--- config.mk ---
export PLATFORM = sky130hd
export DESIGN_NAME = divider_seq
export DESIGN_NICKNAME = d
export VERILOG_FILES = /design/src/rtl/divider_seq.sv
export SDC_FILE = /design/constraint.sdc
export NUM_CORES = 1
export LEC_CHECK = 0
export BUFFER_PORTS_ARGS = -buffer_cell sky130_fd_sc_hd__clkbuf_2
export CAP_MARGIN = 10
export CORE_MARGIN = 2
export CORE_UTILIZATION = 50
export DETAILED_ROUTE_END_ITERATION = 10
export PLACE_DENSITY = 0.68
export SKIP_LAST_GASP = 1
export SLEW_MARGIN = 20
export SYNTH_ARGS = -nofsm -noshare
export SYNTH_HDL_FRONTEND = slang
export SYNTH_SLANG_ARGS = --single-unit
--- constraint.sdc ---
create_clock -name clock -period 8.1 [get_ports clock]
set_input_delay 0.81 -clock clock [delete_from_list [all_inputs] [get_ports clock]]
set_output_delay 0.81 -clock clock [all_outputs]
set_load 0.02 [all_outputs]
--- src/rtl/divider_seq.sv ---
// Sequential restoring divider: one quotient bit per cycle, signed or unsigned,
// with a divide-by-zero fast path and sign fix-up in a final cycle.
module divider_seq #(
  parameter int WIDTH = 32
) (
  input  logic               clock,
  input  logic               reset,
  input  logic               start,
  input  logic               signed_op,
  input  logic [WIDTH-1:0]   RA,
  input  logic [WIDTH-1:0]   RB,
  output logic               busy,
  output logic               done,
  output logic [2*WIDTH-1:0] RZ,
  output logic               div_by_zero
);
  localparam int CW = $clog2(WIDTH + 1);

  typedef enum logic [1:0] {IDLE, CALC, FIX} state_t;

  state_t           state, state_nx;
  logic [WIDTH-1:0] rem, quo, dvs;
  logic [CW-1:0]    cnt;
  logic             q_neg, r_neg, dz;

  logic             a_neg, b_neg, rb_zero;
  logic [WIDTH-1:0] a_mag, b_mag, q_fix, r_fix;
  logic [WIDTH:0]   trial;

  always_comb begin
    a_neg   = signed_op & RA[WIDTH-1];
    b_neg   = signed_op & RB[WIDTH-1];
    a_mag   = a_neg ? -RA : RA;
    b_mag   = b_neg ? -RB : RB;
    rb_zero = (RB == '0);
    // rem < dvs always holds, so {rem, next bit} fits in WIDTH+1 bits and
    // the top bit of the difference is a reliable sign.
    trial   = {rem, quo[WIDTH-1]} - {1'b0, dvs};
    q_fix   = q_neg ? -quo : quo;
    r_fix   = r_neg ? -rem : rem;
  end

  always_comb begin
    state_nx = state;
    case (state)
      IDLE:    if (start) state_nx = rb_zero ? FIX : CALC;
      CALC:    if (cnt == CW'(1)) state_nx = FIX;
      FIX:     state_nx = IDLE;
      default: state_nx = IDLE;
    endcase
  end

  always_ff @(posedge clock) begin
    if (reset) state <= IDLE;
    else       state <= state_nx;
  end

  always_ff @(posedge clock) begin
    if (reset) begin
      rem         <= '0;
      quo         <= '0;
      dvs         <= '0;
      cnt         <= '0;
      q_neg       <= 1'b0;
      r_neg       <= 1'b0;
      dz          <= 1'b0;
      busy        <= 1'b0;
      done        <= 1'b0;
      RZ          <= '0;
      div_by_zero <= 1'b0;
    end else begin
      done <= 1'b0;
      busy <= (state_nx != IDLE);
      case (state)
        IDLE: if (start) begin
          dz    <= rb_zero;
          dvs   <= b_mag;
          rem   <= '0;
          // divide-by-zero reports the raw dividend, so keep it unmodified
          quo   <= rb_zero ? RA : a_mag;
          q_neg <= a_neg ^ b_neg;
          r_neg <= a_neg;
          cnt   <= rb_zero ? '0 : CW'(WIDTH);
        end
        CALC: begin
          if (!trial[WIDTH]) rem <= trial[WIDTH-1:0];
          else               rem <= {rem[WIDTH-2:0], quo[WIDTH-1]};
          quo <= {quo[WIDTH-2:0], ~trial[WIDTH]};
          cnt <= cnt - CW'(1);
        end
        FIX: begin
          done        <= 1'b1;
          div_by_zero <= dz;
          RZ          <= dz ? {quo, {WIDTH{1'b1}}} : {r_fix, q_fix};
        end
        default: ;
      endcase
    end
  end
endmodule

==> impl_metrics.env, run 1 <==
export IMPL_synth_top_family_by_area="compound AO/OA/AOI/OAI gates"
export IMPL_cp_arrival_ns=4.30
export IMPL_path_clk_slew_ns=0.07
export IMPL_vias=10366
export IMPL_final_nets=1566
export IMPL_yosys_area_share_simple_pct=20.5
export IMPL_setup_tns_ns=0
export IMPL_syn_area_per_cell_um2=7.92
export IMPL_syn_inst=1390
export IMPL_grt_max_degree=93
export IMPL_yosysWarningCount=0
export IMPL_first_pass_iters=6
export IMPL_worst_pin_slew_ns=1.11
export IMPL_grt_usage_pct=26.3
export IMPL_synth_cell_type_count=76
export IMPL_synthXorXnorAreaFrac_pct=11.3
export IMPL_ioPinCount=135
export IMPL_dp_hpwl_mm=22.8
export IMPL_synthArstFlopShare_pct=0
export IMPL_seq_area_frac_synth_pct=31.6
export IMPL_cts_resized=0
export IMPL_status="complete, no violations"
export IMPL_setup_violations=0
export IMPL_setup_worst_path_end_class="flip-flop"
export IMPL_place_gp_congestion=0.869
export IMPL_fp_dieH_um=152
export IMPL_first_iter_violations=948
export IMPL_placed_cells=1720
export IMPL_cts_setup_buffers=0
export IMPL_hold_buffers=0
export IMPL_cpMaxStageDelayCell="nand3_2"
export IMPL_htreeDepth=4
export IMPL_worstSetupStartpointType="flip-flop"
export IMPL_die_w_um=152
export IMPL_cp_slowest_stage_delay_ns=0.82
export IMPL_port_buffers=134
export IMPL_synthAdderAreaFrac_pct=4.50
export IMPL_maxCapViolations=0
export IMPL_tritoncts="built"
export IMPL_clk_path_buf_depth=2
export IMPL_cts_root_buf="clkbuf_16"
export IMPL_holdCritPathClass="reg2reg"
export IMPL_drc=0
export IMPL_crit_type="reg2reg"
export IMPL_area_growth_pct=11.7
export IMPL_antenna_found_initial=0
export IMPL_p_per_area_nw_per_um2=246
export IMPL_finClkSkew_ns=0.00864
export IMPL_drive_gt1_share_pct=15.6
export IMPL_ant_nets=0
export IMPL_core_um2=21700
export IMPL_crit_chain="ha_1 -> a21o_1 -> a221oi_1 -> o21ai_1 -> a221o_1 -> a31oi_1 -> a2111o_1 -> nand3_2 -> a222oi_1 -> nor2_1"
export IMPL_synthFlopType="dfxtp_1"
export IMPL_fin_cells=1752
export IMPL_timing_fmax_mhz=250
export IMPL_wl_mm=31.3
export IMPL_overflow=0
export IMPL_whs_ns=0.456
export IMPL_ys_ff_latch=174
export IMPL_clock_sinks=174
export IMPL_utilization_pct=56.7
export IMPL_rsz0062_at_grt="false"
export IMPL_required_ns=8.40
export IMPL_hold_violations=0
export IMPL_slew_headroom_pct=25.6
export IMPL_vdd_drop_max_mv=0.158
export IMPL_fin_crit_ns=4.01
export IMPL_synthMuxAreaShare_pct=2.93
export IMPL_clock_latency_ns=0.43
export IMPL_path_max_fanout=36
export IMPL_synth_compound_area_share_pct=23.8
export IMPL_viasPerCell=5.92
export IMPL_synth_edf_count=0
export IMPL_routedWlPerCell_um=17.9
export IMPL_antenna_cells=0
export IMPL_initial_core_util_pct=50.8
export IMPL_worst_slack_ns=4.09
export IMPL_drv_slew=0
export IMPL_place_ws_ns=4.16
export IMPL_rows=54
export IMPL_finalCritPeriodShare_pct=49.5
export IMPL_leakagePower_nw=4.75
export IMPL_die_area_um2=23200
export IMPL_syn_num_nets=1497
export IMPL_cts_made_buffers=17
export IMPL_grt_pass1_wl_mm=50.2
export IMPL_first_global_vias=9492
export IMPL_syn_area_um2=11000
critical path, delay by kind of cell, from the launching register on:
family          cells  cell delay [ns]
compound gates      7             2.17
simple gates        2             0.88
flops               1             0.45
fa+ha+maj           1             0.34
logic make-up after synthesis:
logic type | after synthesis
XOR/XNOR | 142
AND/OR/NAND/NOR | 477
flip-flops | 174
AO/OA/AOI/OAI | 383
adder cells (fa/ha/maj) | 39
buffers and inverters | 143
multiplexers | 32
stage by stage:
step	total power [mW]	instance area, µm²
floorplan	1.95	11000
global placement	2.19	11700
detailed placement	2.20	11700
CTS	3.03	12300
global route	3.21	12300
finish	3.02	12300
path summary, 6_finish.rpt:
check | startpoint | end | slack [ns] | depth (start not counted)
worst max-delay path | rem[21] | quo[0] | 4.09 | 10
worst min-delay path | RZ[55] | RZ[55] | 0.46 | 2
worst max register to register | rem[21] | quo[0] | 4.09 | 10
worst min register to register | RZ[55] | RZ[55] | 0.46 | 2
flip-flops by register name (all words and copies together) (netlist names):
signal,cells
rem,32
div_by_zero,1
dvs,32
busy,1
r_neg,1
q_neg,1
dz,1
quo,32
state,2
cnt,6
RZ,64
done,1
cell usage after synthesis (3+ instances only):
cell | number | area (µm²)
buf_1 | 4 | 15.0
xnor2_1 | 88 | 771
o31ai_2 | 8 | 100
a21o_1 | 11 | 82.6
o21bai_1 | 3 | 22.5
nand3_1 | 19 | 95.1
or4_1 | 12 | 90.1
or2_2 | 5 | 31.3
a211oi_1 | 32 | 240
o22ai_1 | 26 | 163
nor3_1 | 21 | 105
buf_2 | 4 | 20.0
a2bb2oi_1 | 3 | 26.3
a222oi_1 | 31 | 310
nand3b_1 | 4 | 30.0
and2_1 | 5 | 31.3
ha_1 | 38 | 475
o31ai_1 | 19 | 143
and3_1 | 7 | 43.8
o21ai_1 | 18 | 90.1
or4_4 | 4 | 45.0
o41ai_2 | 6 | 97.6
inv_1 | 50 | 188
a221oi_1 | 3 | 26.3
o21ai_2 | 7 | 61.3
a31oi_1 | 7 | 43.8
buf_6 | 5 | 56.3
xor2_1 | 54 | 473
clkbuf_1 | 78 | 293
o41ai_1 | 10 | 87.6
nor2b_1 | 8 | 50.1
nand2_1 | 185 | 694
a21oi_1 | 72 | 360
or3_1 | 21 | 131
nor4_1 | 7 | 43.8
o211ai_1 | 9 | 67.6
nand4_1 | 8 | 50.1
dfxtp_1 | 174 | 3480
mux2i_1 | 30 | 300
a311oi_1 | 6 | 52.6
or3_4 | 3 | 33.8
o21ai_0 | 91 | 455
nand2b_1 | 13 | 81.3
nor2_1 | 140 | 526
o21a_1 | 3 | 22.5
report_power, final:
part / total (mW) / internal (mW) / switching (mW)
logic: 1.19 / 0.513 / 0.676
registers: 1.01 / 0.916 / 0.0946
clock network: 0.824 / 0.434 / 0.390
metal layers:
metal	GRT usage, %	routed length (µm)	vias to the layer above
met4	9.43	888	0
met2	43.0	14400	336
met5	0	0	-
li1	-	-	5128
met1	35.4	14200	4854
met3	4.10	1770	48
cell type report:
class	count	area, µm²
multi-input cells	1073	6960
clock inverters	15	149
repair buffers	143	741
clock buffers	17	425
fillers	2035	9390
inverters	50	188
flip-flops and latches	174	3480
well taps	280	350
placed cells by master, fill, tap and decap left out, types with 8 or more instances in the layout:
master and instances:
xnor2_1 88, a211oi_1 32, o21ai_0 91, buf_4 10, or4_1 12, inv_1 50
nand2b_1 13, nor2_1 140, dfxtp_1 173, nor3_1 21, nand4_1 8, o211ai_1 9
xor2_1 54, o22ai_1 26, ha_1 38, or3_1 21, clkbuf_2 133, o31ai_1 19
clkbuf_16 17, o31ai_2 8, nand3_1 18, o41ai_1 10, mux2i_1 30, a21oi_1 72
a21o_1 11, nand2_1 185, a222oi_1 31, o21ai_1 18
Power figures use the tool's default switching activity.
==> run 2: changes to the inputs <==
--- a/config.mk
+++ b/config.mk
@@ -10,7 +10,7 @@
 export CORE_MARGIN = 2
 export CORE_UTILIZATION = 50
 export DETAILED_ROUTE_END_ITERATION = 10
-export PLACE_DENSITY = 0.68
+export PLACE_DENSITY = 0.71
 export SKIP_LAST_GASP = 1
 export SLEW_MARGIN = 20
 export SYNTH_ARGS = -nofsm -noshare
==> constraint.sdc (replaced) <==
create_clock -name clock -period 3.55 [get_ports clock]
set_input_delay 0.355 -clock clock [delete_from_list [all_inputs] [get_ports clock]]
set_output_delay 0.355 -clock clock [all_outputs]
set_load 0.02 [all_outputs]
==> run 2 against run 1 <==
Combinational power increased by 150%. Highest routed layer unchanged. Critical endpoint is now rem[3]. Clock-buffer cell count is the same. Fmax up 18%. Largest cell class unchanged. Die area unchanged. Total power grew 130%. Via count up 1.7%. First-iteration DRC count fell by 6.5%. Largest power group unchanged.
==> impl_metrics.env, run 2 (same netlist as run 1, synthesis figures left out) <==
export IMPL_clk_path_buf_depth=2
export IMPL_place_gp_congestion=0.883
export IMPL_fp_dieH_um=152
export IMPL_setup_worst_path_end_class="flip-flop"
export IMPL_utilization_pct=57.6
export IMPL_clock_latency_ns=0.44
export IMPL_htreeDepth=4
export IMPL_required_ns=3.83
export IMPL_first_iter_violations=886
export IMPL_hold_violations=0
export IMPL_dp_hpwl_mm=23.3
export IMPL_port_buffers=134
export IMPL_rows=54
export IMPL_cts_resized=0
export IMPL_leakagePower_nw=4.87
export IMPL_rsz0062_at_grt="false"
export IMPL_tritoncts="built"
export IMPL_antenna_found_initial=0
export IMPL_vias=10545
export IMPL_place_ws_ns=0.108
export IMPL_ant_nets=0
export IMPL_timing_fmax_mhz=295
export IMPL_layout_common_cells="nand2_1 (185), dfxtp_1 (172), nor2_1 (140), clkbuf_2 (133), o21ai_0 (90)"
export IMPL_drc=0
export IMPL_cts_made_buffers=17
export IMPL_final_common_cell="nand2_1"
export IMPL_fin_crit_ns=3.39
export IMPL_path_clk_slew_ns=0.07
export IMPL_worst_slack_ns=0.164
export IMPL_core_um2=21700
export IMPL_drive_gt1_share_pct=16.9
export IMPL_maxCapViolations=0
export IMPL_largest_reg_flops=64
export IMPL_crit_type="reg2reg"
export IMPL_vdd_drop_max_mv=0.319
export IMPL_worst_pin_slew_ns=1.17
export IMPL_cts_root_buf="clkbuf_16"
export IMPL_p_per_area_nw_per_um2=564
export IMPL_wl_mm=31.3
export IMPL_design_area_um2=12500
export IMPL_setup_violations=0
export IMPL_ioPinCount=135
export IMPL_area_growth_pct=13.4
export IMPL_grt_pass1_wl_mm=50.6
export IMPL_place_area_um2=11900
export IMPL_slew_headroom_pct=20.1
export IMPL_top_register="RZ"
export IMPL_path_max_fanout=15
export IMPL_grt_max_degree=78
export IMPL_first_pass_iters=6
export IMPL_clock_sinks=174
export IMPL_routedWlPerCell_um=17.6
export IMPL_finalCritPeriodShare_pct=95.4
export IMPL_die_area_um2=23200
export IMPL_cp_arrival_ns=3.67
export IMPL_totalPowerFinal_mw=7.04
export IMPL_initial_core_util_pct=50.8
export IMPL_final_nets=1588
export IMPL_grt_usage_pct=26.4
export IMPL_cts_setup_buffers=0
export IMPL_antenna_cells=0
export IMPL_finClkSkew_ns=0.0136
export IMPL_worstSetupStartpointType="flip-flop"
export IMPL_setup_tns_ns=0
export IMPL_status="complete, no violations"
export IMPL_overflow=0
export IMPL_die_w_um=152
export IMPL_holdCritPathClass="in2reg"
export IMPL_first_global_vias=9758
export IMPL_drv_slew=0
export IMPL_viasPerCell=5.95
export IMPL_hold_buffers=0
==> run 2: path summary, 6_finish.rpt <==
path / start / to / slack [ns] / depth (start not counted)
min: RB[1] / dvs[1] / 0.20 / 3
min reg2reg: RZ[49] / RZ[49] / 0.46 / 2
max: quo[31] / rem[3] / 0.16 / 14
max reg2reg: quo[31] / rem[3] / 0.16 / 14
==> run 2: cell type report <==
type / count / area [µm²]
Tap cell: 280 / 350
Clock inverter: 14 / 133
Fill cell: 2007 / 9200
Inverter: 50 / 188
Multi-Input combinational cell: 1073 / 6970
Sequential cell: 174 / 3490
Timing Repair Buffer: 165 / 936
Clock buffer: 17 / 425
==> run 2: where the power goes <==
group	internal [mW]	switching (mW)
combinational	1.31	1.62
clock	0.975	0.842
sequential	2.09	0.195
total	4.38	2.66
==> run 2: routing by layer <==
metal | global-route usage [%] | share of wire [%] | up-vias
li1 | - | - | 5164
met1 | 35.4 | 44 | 4944
met2 | 43.4 | 47 | 385
met3 | 3.75 | 6.4 | 52
met4 | 9.57 | 2.8 | 0
met5 | 0 | 0 | -
==> run 2: worst max-delay path, stage by stage, from the launching register on <==
cell,delay [ns]
dfxtp_2,0.36
inv_1,0.06
ha_1,0.22
fa_1,0.40
nand2b_1,0.18
a21oi_1,0.17
o21ai_1,0.13
a31o_2,0.23
a211o_1,0.29
a2111o_1,0.43
nand3_4,0.12
buf_12,0.17
buf_4,0.18
mux2i_1,0.18
o21ai_0,0.10
==> run 2: through the flow <==
| step | hold WS (ns) | std cells |
|---|---|---|
| finish | 0.202 | 1773 |
| global route | 0.204 | 1773 |
| CTS | 0.193 | 1772 |
| detailed placement | 0.449 | 1741 |
| global placement | 0.442 | 1741 |
| floorplan | 0.432 | 1390 |
